$ cat src/rtl/systolic_mm_pkg.sv
// systolic_mm_pkg: shared types, lane map and defaults for the systolic matmul sequencer
package systolic_mm_pkg;
  typedef enum logic [2:0] {S_IDLE, S_CLR, S_FEED, S_DRAIN, S_CAPT, S_DONE} state_t;
  localparam int DW_DEF = 8;
  localparam int RW_DEF = 18;
  localparam int CAP0_DEF = 6;
  localparam int LANE_PE19 = 0;
  localparam int LANE_PE16 = 1;
  localparam int LANE_PE12 = 2;
  localparam int LANE_PE18 = 3;
  localparam int LANE_PE17 = 4;
  function automatic int elem_lsb(input int n, input int w);
    return (n - 1) * w;
  endfunction
endpackage

$ cat src/rtl/skew_feed_mux.sv
// skew_feed_mux: maps wave index and latched operands onto the skewed 5-lane array edges
module skew_feed_mux
  import systolic_mm_pkg::*;
#(
  parameter int DW = DW_DEF
) (
  input  logic            i_en,
  input  logic [1:0]      i_wave,
  input  logic [9*DW-1:0] i_a,
  input  logic [9*DW-1:0] i_b,
  output logic [5*DW-1:0] o_feed_a,
  output logic [5*DW-1:0] o_feed_b
);
  logic [3*DW-1:0] w_row [3];
  logic [3*DW-1:0] w_col [3];
  logic [3*DW-1:0] w_ra;
  logic [3*DW-1:0] w_cb;
  for (genvar r = 0; r < 3; r++) begin : g_rc
    assign w_row[r] = i_a[elem_lsb(3*r+1, DW) +: 3*DW];
    assign w_col[r] = {i_b[elem_lsb(r+7, DW) +: DW], i_b[elem_lsb(r+4, DW) +: DW],
                       i_b[elem_lsb(r+1, DW) +: DW]};
  end
  assign w_ra = i_wave == 2'd0 ? w_row[0] : i_wave == 2'd1 ? w_row[1] : w_row[2];
  assign w_cb = i_wave == 2'd0 ? w_col[0] : i_wave == 2'd1 ? w_col[1] : w_col[2];
  // wave w occupies lanes w..w+2
  assign o_feed_a = i_en ? ({{(2*DW){1'b0}}, w_ra} << (i_wave * DW)) : '0;
  assign o_feed_b = i_en ? ({{(2*DW){1'b0}}, w_cb} << (i_wave * DW)) : '0;
endmodule

$ cat src/rtl/systolic_mm_seq.sv
// systolic_mm_seq: restartable, abortable job sequencer for the 3x3 systolic matmul array
module systolic_mm_seq
  import systolic_mm_pkg::*;
#(
  parameter int DW   = DW_DEF,
  parameter int RW   = RW_DEF,
  parameter int CAP0 = CAP0_DEF
) (
  input  logic            clk,
  input  logic            rst_n,
  input  logic            start_valid,
  output logic            start_ready,
  input  logic [9*DW-1:0] a_mat,
  input  logic [9*DW-1:0] b_mat,
  input  logic            abort,
  output logic [5*DW-1:0] feed_a,
  output logic [5*DW-1:0] feed_b,
  output logic            pe_clr,
  output logic            pe_en,
  input  logic [5*RW-1:0] acc_tap,
  output logic [9*RW-1:0] c_mat,
  output logic            res_valid,
  input  logic            res_ready
);
  if (CAP0 < 3 || CAP0 + 2 > 15) begin : g_bad_cap0
    $error("CAP0 must satisfy 3 <= CAP0 <= 13");
  end
  localparam logic [3:0] K_LAST = 4'(CAP0 - 1);
  localparam logic [3:0] K_CAP  = 4'(CAP0);
  localparam logic [3:0] K_CAP1 = 4'(CAP0 + 1);
  localparam logic [3:0] K_END  = 4'(CAP0 + 2);
  state_t          r_state, w_nxt;
  logic [3:0]      r_k, w_k_nxt;
  logic [9*DW-1:0] r_a, r_b;
  logic [5*DW-1:0] r_feed_a, r_feed_b, w_feed_a, w_feed_b;
  logic            r_pe_clr, r_pe_en, r_res_valid, r_start_ready;
  logic            w_abort, w_run;
  logic [RW-1:0]   r_c [9];
  logic [RW-1:0]   w_tap [5];
  assign w_abort = abort && r_state != S_IDLE;
  assign w_run   = r_state inside {S_FEED, S_DRAIN, S_CAPT};
  assign w_k_nxt = w_run ? r_k + 4'd1 : 4'd0;
  always_comb begin
    w_nxt = r_state;
    case (r_state)
      S_IDLE:  w_nxt = start_valid ? S_CLR : S_IDLE;
      S_CLR:   w_nxt = S_FEED;
      S_FEED:  w_nxt = r_k == K_LAST ? S_CAPT : r_k == 4'd2 ? S_DRAIN : S_FEED;
      S_DRAIN: w_nxt = r_k == K_LAST ? S_CAPT : S_DRAIN;
      S_CAPT:  w_nxt = r_k == K_END ? S_DONE : S_CAPT;
      S_DONE:  w_nxt = res_ready ? S_IDLE : S_DONE;
      default: w_nxt = S_IDLE;
    endcase
    if (w_abort) w_nxt = S_IDLE;
  end
  // outputs are registered from next-state so they line up with the cycle they describe
  skew_feed_mux #(.DW(DW)) u_mux (
    .i_en    (w_nxt == S_FEED),
    .i_wave  (w_k_nxt[1:0]),
    .i_a     (r_a),
    .i_b     (r_b),
    .o_feed_a(w_feed_a),
    .o_feed_b(w_feed_b)
  );
  for (genvar l = 0; l < 5; l++) begin : g_tap
    assign w_tap[l] = acc_tap[l*RW +: RW];
  end
  always_ff @(posedge clk or negedge rst_n) begin
    if (!rst_n) begin
      r_state       <= S_IDLE;
      r_k           <= '0;
      r_a           <= '0;
      r_b           <= '0;
      r_feed_a      <= '0;
      r_feed_b      <= '0;
      r_pe_clr      <= 1'b0;
      r_pe_en       <= 1'b0;
      r_res_valid   <= 1'b0;
      r_start_ready <= 1'b1;
      r_c           <= '{default: '0};
    end else begin
      r_state       <= w_nxt;
      r_k           <= w_k_nxt;
      r_feed_a      <= w_feed_a;
      r_feed_b      <= w_feed_b;
      r_pe_clr      <= w_nxt == S_CLR;
      r_pe_en       <= w_nxt inside {S_FEED, S_DRAIN, S_CAPT};
      r_res_valid   <= w_nxt == S_DONE;
      r_start_ready <= w_nxt == S_IDLE;
      if (r_state == S_IDLE && start_valid) begin
        r_a <= a_mat;
        r_b <= b_mat;
      end
      if (w_abort) begin
        r_c <= '{default: '0};
      end else if (r_state == S_CAPT) begin
        if (r_k == K_CAP) begin
          r_c[0] <= w_tap[LANE_PE19];
          r_c[1] <= w_tap[LANE_PE16];
          r_c[2] <= w_tap[LANE_PE12];
          r_c[3] <= w_tap[LANE_PE18];
          r_c[6] <= w_tap[LANE_PE17];
        end
        if (r_k == K_CAP1) begin
          r_c[4] <= w_tap[LANE_PE19];
          r_c[5] <= w_tap[LANE_PE16];
          r_c[7] <= w_tap[LANE_PE18];
        end
        if (r_k == K_END) r_c[8] <= w_tap[LANE_PE19];
      end
    end
  end
  for (genvar n = 0; n < 9; n++) begin : g_c
    assign c_mat[n*RW +: RW] = r_c[n];
  end
  assign feed_a      = r_feed_a;
  assign feed_b      = r_feed_b;
  assign pe_clr      = r_pe_clr;
  assign pe_en       = r_pe_en;
  assign res_valid   = r_res_valid;
  assign start_ready = r_start_ready;
endmodule

$ cat config.mk
export PLATFORM = sky130hd
export DESIGN_NAME = systolic_mm_seq
export DESIGN_NICKNAME = d
export VERILOG_FILES = /design/src/rtl/systolic_mm_pkg.sv /design/src/rtl/skew_feed_mux.sv /design/src/rtl/systolic_mm_seq.sv
export SDC_FILE = /design/constraint.sdc
export NUM_CORES = 1
export LEC_CHECK = 0
export BUFFER_PORTS_ARGS = -buffer_cell sky130_fd_sc_hd__buf_2
export CORE_AREA = 2 2 243 149
export CTS_CLUSTER_SIZE = 12
export DETAILED_ROUTE_END_ITERATION = 8
export DIE_AREA = 0 0 245 151
export PLACE_DENSITY = 0.86
export SLEW_MARGIN = 20
export SYNTH_ARGS = -nofsm -noshare
export SYNTH_HDL_FRONTEND = slang
export SYNTH_SLANG_ARGS = --single-unit
$ cat constraint.sdc
create_clock -name clk -period 2.4 [get_ports clk]
set_clock_uncertainty 0.05 [all_clocks]
set_input_delay 0.24 -clock clk [delete_from_list [all_inputs] [get_ports clk]]
set_output_delay 0.24 -clock clk [all_outputs]
set_load 0.01 [all_outputs]
==> results of run 1 <==
==> worst max-delay path, delay by kind of cell, from the launching register on <==
kind | cells | cell delay, ns
AOI/OAI and AO/OA | 2 | 0.69
buffers and inverters | 3 | 0.59
DFF | 1 | 0.40
and+or+nand+nor | 2 | 0.28
adders and majority gates | 1 | 0.23
==> metal layers <==
metal	part of all wire (%)	routed length (um)
met5	0.022	13
met3	9.5	5700
met4	6.4	3840
met1	36	21700
met2	48	28700
==> logic make-up after synthesis <==
group	after synthesis
muxes	173
xor gates and xnor gates	2
AOI/OAI and AO/OA	293
buffers and inverters	105
and+or+nand+nor	407
DFF	397
adders and majority gates	4
==> worst paths after layout <==
path	depth (start not counted)	endpoint	slack (ns)
worst max-delay path	8	feed_a[36]	0.02
worst min-delay path	3	c_mat[1]	0.05
worst max register to register	8	feed_a[36]	0.02
worst min register to register	2	c_mat[101]	0.43
max in group asynchronous	3	r_a[17]	1.27
min in group asynchronous	2	r_b[59]	0.19
==> synthesized netlist by cell type (7+ instances only) <==
cell type / count / area share (%)
o21ai_0: 180 / 5.7
a211oi_1: 13 / 0.62
and2_1: 7 / 0.28
a21oi_1: 28 / 0.89
nand2_1: 276 / 6.6
o22ai_1: 11 / 0.44
nor2_1: 77 / 1.8
mux2i_1: 26 / 1.6
buf_2: 41 / 1.3
clkbuf_1: 46 / 1.1
mux2_2: 147 / 10
a222oi_1: 13 / 0.82
nand2b_1: 9 / 0.36
dfrtp_1: 396 / 63
inv_1: 10 / 0.24
==> area by class of cell <==
type	count	area, sq um	share of cell area [%]
clock inverters	6	87.6	0.385
clock buffers	49	1070	4.69
flip-flops and latches	397	9940	43.7
repair buffers	780	5480	24.1
multi-input cells	880	5500	24.2
diodes	12	30.0	0.132
well taps	467	584	2.57
inverters	12	45.0	0.198
==> metrics by stage <==
stage / utilization, % / power [mW] / cell area, sq um
2_1_floorplan: - / 16.9 / 15800
3_3_place_gp: 55.3 / 21.1 / 19200
3_5_place_dp: 55.3 / 21.6 / 19200
4_1_cts: 65.3 / 27.9 / 22600
5_1_grt: 65.5 / 29.9 / 22700
6_report: 65.5 / 28.6 / 22700
==> state kept, by name (all words and copies together), names as in the netlist <==
name         count
r_a             72
feed_b          40
pe_en            1
r_b             72
c_mat          162
pe_clr           1
start_ready      1
feed_a          40
r_state          3
res_valid        1
r_k              4
==> power breakdown <==
group / internal (mW) / leakage, nW / switching [mW]
clock network: 3.33 / 0.566 / 2.63
logic: 4.72 / 5.64 / 6.29
registers: 9.46 / 4.97 / 2.15
total: 17.5 / 11.2 / 11.1
==> what timing repair did <==
| item | 4_1_cts | 5_1_grt |
|---|---|---|
| setup buffers | 0 | 1 |
| gates resized for setup | 0 | 4 |
| setup endpoints to repair | 0 | 35 |
| endpoints found under the hold margin | 354 | 0 |
| hold buffers | 233 | 0 |
==> impl_metrics.py, run 1 <==
metrics = {
    "power_and_ir_drop": {
        "peakVddDrop_mv": 0.798,
        "p_per_area_mw_per_mm2": 1260,
        "leakagePower_nw": 11.2,
    },
    "setup_path": {
        "path_cells": "buf_4 -> ha_1 -> and2_4 -> a2111oi_4 -> buf_4 -> nand3_2 -> buf_4 -> a211oi_1",
        "worst_ep_required_time_ns": 2.77,
        "cp_max_fo": 11,
        "end_kind": "flip-flop",
        "cpPeakStageDelay_ns": 0.40,
        "rr_startpoint": "r_k[0]",
        "critPathKind": "flip-flop to flip-flop",
        "crit_path_start": "r_k[0]",
        "timing.critical_path.mode_cell": "buf_4",
        "worst_setup_path_start_kind": "flip-flop",
        "critPathArrivalTime_ns": 2.75,
        "worst_path_max_delay_cell": "dfrtp_2",
    },
    "global_routing": {
        "antenna_found_initial": 8,
        "grt_pass1_wl_mm": 88.5,
        "use_met2_pct": 50.7,
        "grt_usage_pct": 31.6,
        "grt_max_degree": 87,
        "top_usage_layer": "met2",
        "use_met1_pct": 38.6,
        "grt_overflow_total": 0,
        "grt_pass1_vias": 15200,
        "gr-usage-met3_pct": 8.29,
    },
    "clock_network": {
        "cts_buffer_depth": 3,
        "cts_made_buffers": 40,
        "clkTransAtPathRegs_ns": 0.07,
        "root_buffer": "clkbuf_16",
        "cts_tree": "built",
        "htreeDepth": 2,
        "cts.sink_count": 397,
        "clkLatencyLatePin_ns": 0.55,
    },
    "timing": {
        "grt_setup_unrepaired": "false",
        "finalSetupTns_ns": 0,
        "slew_headroom_pct": 58.3,
        "fmax_ghz": 0.421,
        "tightestPinTransition_ns": 0.626,
        "fin_ws_ns": 0.0220,
        "period_share_pct": 99.1,
        "slew_viol_final": 0,
        "finalSetupViolations": 0,
        "period_needed_ns": 2.38,
        "holdWs_ns": 0.0547,
        "final_hold_viol_count": 0,
    },
    "yosys": {
        "synth_enable_flop_cells": 0,
        "yosys.area_share.simple_pct": 10.7,
        "ys_seq_area_share_pct": 62.8,
        "synth_top_family_by_area": "multiplexers",
        "synthXorXnorAreaFrac_pct": 0.111,
        "synth.net_count": 1624,
        "synth_compound_gate_area_share_pct": 11.0,
        "synth-seq-cells": 397,
        "synth_area_per_cell_sq_um": 11.5,
        "ys_types": 54,
        "synth_fa_ha_area_share_pct": 0.316,
        "yosys_warnings": 0,
        "synthArstFlopShare_pct": 100,
        "syn-instance-count": 1381,
        "netlist_area_sq_mm": 0.0158,
        "synthFlopType": "dfrtp_1",
        "synthMuxAreaShare_pct": 12.1,
    },
    "detailed_routing": {
        "ant_nets": 0,
        "first_pass_iters": 9,
        "wirelength_mm": 60.0,
        "drc": 0,
        "drt_iter0_markers": 1734,
        "viasPerCell": 5.66,
        "wl_per_cell_um": 23.0,
        "vias": 14700,
    },
    "job": {
        "max-cap-violations": 0,
    },
    "placed_design": {
        "post-place-ws_ns": 0.146,
        "place.gp.congestion": 0.972,
        "port_buffers": 484,
        "place_hpwl_mm": 37.1,
        "dpl.cell_count": 2301,
    },
    "die": {
        "die_w_um": 245,
        "die_height_um": 151,
        "core_area_sq_mm": 0.0347,
        "start_util_pct": 45.6,
        "die-area_sq_mm": 0.0370,
        "rows": 53,
        "ios": 485,
    },
    "finish": {
        "nFillCells": 2387,
        "fin_nets": 2354,
        "layout_common_cells": "buf_2, dfrtp_1, nand2_1",
        "layout_commonest_cell": "buf_2",
        "layout-drive-gt1-share_pct": 36.1,
        "final_cells": 2603,
        "area_growth_syn_to_layout_pct": 43.7,
    },
    "min_path": {
        "hold_path_class": "input port to flip-flop",
        "hp-start": "acc_tap[1]",
    },
    "status": {
        "status": "completed",
    },
}
No activity file was read; power rests on OpenSTA's default activity.
==> run 2, diff against run 1 <==
Settings changed: CORE_AREA 2 2 243 149 to 2 2 199 181, DIE_AREA 0 0 245 151 to 0 0 201 183, HOLD_SLACK_MARGIN set to 0.06.
==> run 2 against run 1 <==
  * The flow now finishes with violations (negative setup slack)
  * Critical endpoint is now c_mat[126]
  * Critical path depth fell by 2
  * Register-to-register slack got worse by 0.20 ns
  * Critical path type unchanged
  * Flip-flop and latch count did not move
  * First-iteration DRC count fell by 17%
  * Global-route usage rose by 0.60 points
  * Combinational power barely moved
  * Final cell count rose by 0.12%
  * Setup slack got worse by 0.20 ns
  * Largest power group unchanged
  * Worst hold slack improved by 0.068 ns
  * Sequential share of layout area fell by 0.17 points
==> impl_metrics.py, run 2 (synthesis gave the netlist of run 1 again) <==
metrics = {
    "setup_path": {
        "cpPeakStageDelay_ns": 0.53,
        "rr_startpoint": "r_state[1]",
        "worst_path_max_delay_cell": "or3_1",
        "worst-r2r-setup-slack_ns": -0.17,
        "critPathKind": "flip-flop to flip-flop",
        "crit_family": "simple AND/OR/NAND/NOR gates",
        "end_kind": "flip-flop",
        "path_cells": "buf_4 -> or3_1 -> nand2_4 -> buf_12 -> nand2_1 -> o21ai_0",
        "reg2reg_depth": 6,
        "worst_ep_required_time_ns": 2.72,
        "worst_setup_path_start_kind": "flip-flop",
        "cp_max_fo": 32,
        "r2r_end": "c_mat[126]",
        "cp_num_buf_inv": 2,
        "critPathArrivalTime_ns": 2.89,
    },
    "detailed_routing": {
        "drc": 0,
        "ant_nets": 0,
        "vias": 14800,
        "viasPerCell": 5.67,
        "wirelength_mm": 60.4,
        "wl_per_cell_um": 23.2,
        "drt_iter0_markers": 1447,
        "first_pass_iters": 8,
    },
    "min_path": {
        "hp-start": "abort",
        "hold_path_end": "r_state[2]",
        "hold_depth": 2,
        "hold_path_class": "input port to flip-flop",
    },
    "clock_network": {
        "post-cts-setup-buffer-count": 0,
        "cts_made_buffers": 42,
        "cts.sink_count": 397,
        "htreeDepth": 2,
        "root_buffer": "clkbuf_16",
        "clkLatencyLatePin_ns": 0.54,
        "clkTransAtPathRegs_ns": 0.06,
        "cts_buffer_depth": 3,
        "cts_tree": "built",
    },
    "finish": {
        "final_cells": 2606,
        "layout_common_cells": "buf_2, dfrtp_1, nand2_1",
        "multiInputGateArea_sq_mm": 0.00549,
        "fin_nets": 2348,
        "layout-drive-gt1-share_pct": 35.9,
        "fin_util_pct": 65.7,
        "layout_commonest_cell": "buf_2",
        "area_growth_syn_to_layout_pct": 44.2,
        "nFillCells": 2352,
        "largest_reg_flops": 162,
        "regArea_sq_mm": 0.00994,
    },
    "die": {
        "die_w_um": 201,
        "rows": 65,
        "core_area_sq_mm": 0.0347,
        "start_util_pct": 45.5,
        "ios": 485,
        "die_height_um": 183,
        "die-area_sq_mm": 0.0368,
    },
    "global_routing": {
        "grt_pass1_vias": 15100,
        "grt_max_degree": 109,
        "grt_pass1_wl_mm": 90.9,
        "grt_usage_pct": 32.2,
        "grt_overflow_total": 0,
        "antenna_found_initial": 9,
    },
    "timing": {
        "slew_viol_final": 0,
        "fmax_ghz": 0.389,
        "final_hold_viol_count": 0,
        "period_share_pct": 107,
        "finalSetupTns_ns": -0.173,
        "slew_headroom_pct": 54.6,
        "finalSetupViolations": 1,
        "fin_ws_ns": -0.173,
        "tightestPinTransition_ns": 0.682,
        "holdWs_ns": 0.123,
        "period_needed_ns": 2.57,
    },
    "power_and_ir_drop": {
        "leakagePower_nw": 11.2,
        "p_per_area_mw_per_mm2": 1270,
        "peakVddDrop_mv": 0.813,
        "p_int_mw": 17.9,
        "power_switching_mw": 11.1,
        "comb_power_share_pct": 37.8,
        "switching_share_pct": 38.3,
        "seqPwrFrac_pct": 39.8,
        "clockPowerShare_pct": 22.4,
    },
    "status": {
        "violations": "negative setup slack",
        "status": "finished, violations left",
    },
    "placed_design": {
        "port_buffers": 484,
        "place.gp.congestion": 0.903,
        "dpl.cell_count": 2295,
        "place_hpwl_mm": 36.9,
        "post-place-ws_ns": 0.125,
    },
    "job": {
        "max-cap-violations": 0,
    },
}
## run 2: what timing repair did
action / in CTS / in global routing
resized for setup: 0 / 9
hold buffers: 235 / 0
endpoints found under the hold margin: 376 / 0
endpoints found under the setup margin: 0 / 42
## run 2: worst max path at each step
| stage | from | endpoint | cells past startpoint |
|---|---|---|---|
| 4_1_cts | r_state[1] | c_mat[131] | 6 |
| 5_1_grt | r_state[1] | c_mat[126] | 6 |
| 3_3_place_gp | r_k[1] | feed_b[24] | 8 |
| 3_5_place_dp | r_k[0] | feed_a[35] | 8 |
| 6_report | r_state[1] | c_mat[126] | 6 |
| 2_1_floorplan | r_k[0] | feed_b[31] | 9 |
## run 2: layout make-up
class                           instances  area share, %
Tap cell                              469           2.57
Timing Repair Buffer                  773           23.7
Antenna cell                            7         0.0768
Inverter                               12          0.197
Sequential cell                       397           43.6
Multi-Input combinational cell        879           24.1
Clock buffer                           64           5.46
Clock inverter                          5          0.368
## run 2: power groups by stage
stage,Sequential (mW),Combinational (mW),Clock [mW]
6_report,11.5,10.9,6.47
5_1_grt,11.7,11.7,6.82
4_1_cts,11.3,10.5,6.47
3_5_place_dp,11.4,10.1,0
3_3_place_gp,11.2,9.73,0
2_1_floorplan,11.5,5.37,0
## run 2: through the flow
stage	area (sq um)	power (mW)
floorplan	15800	16.9
global placement	19100	21.0
detailed placement	19100	21.4
CTS	22800	28.2
global route	22800	30.2
finish	22800	28.9
## run 2: layer usage
layer  global-route usage (%)  vias to the layer above  wire length, um
li1                         -                     6216                -
met1                     37.4                     7188            21200
met2                     54.5                     1080            29300
met3                     7.85                      293             5820
met4                     18.9                        4             4140
met5                        0                        -               31
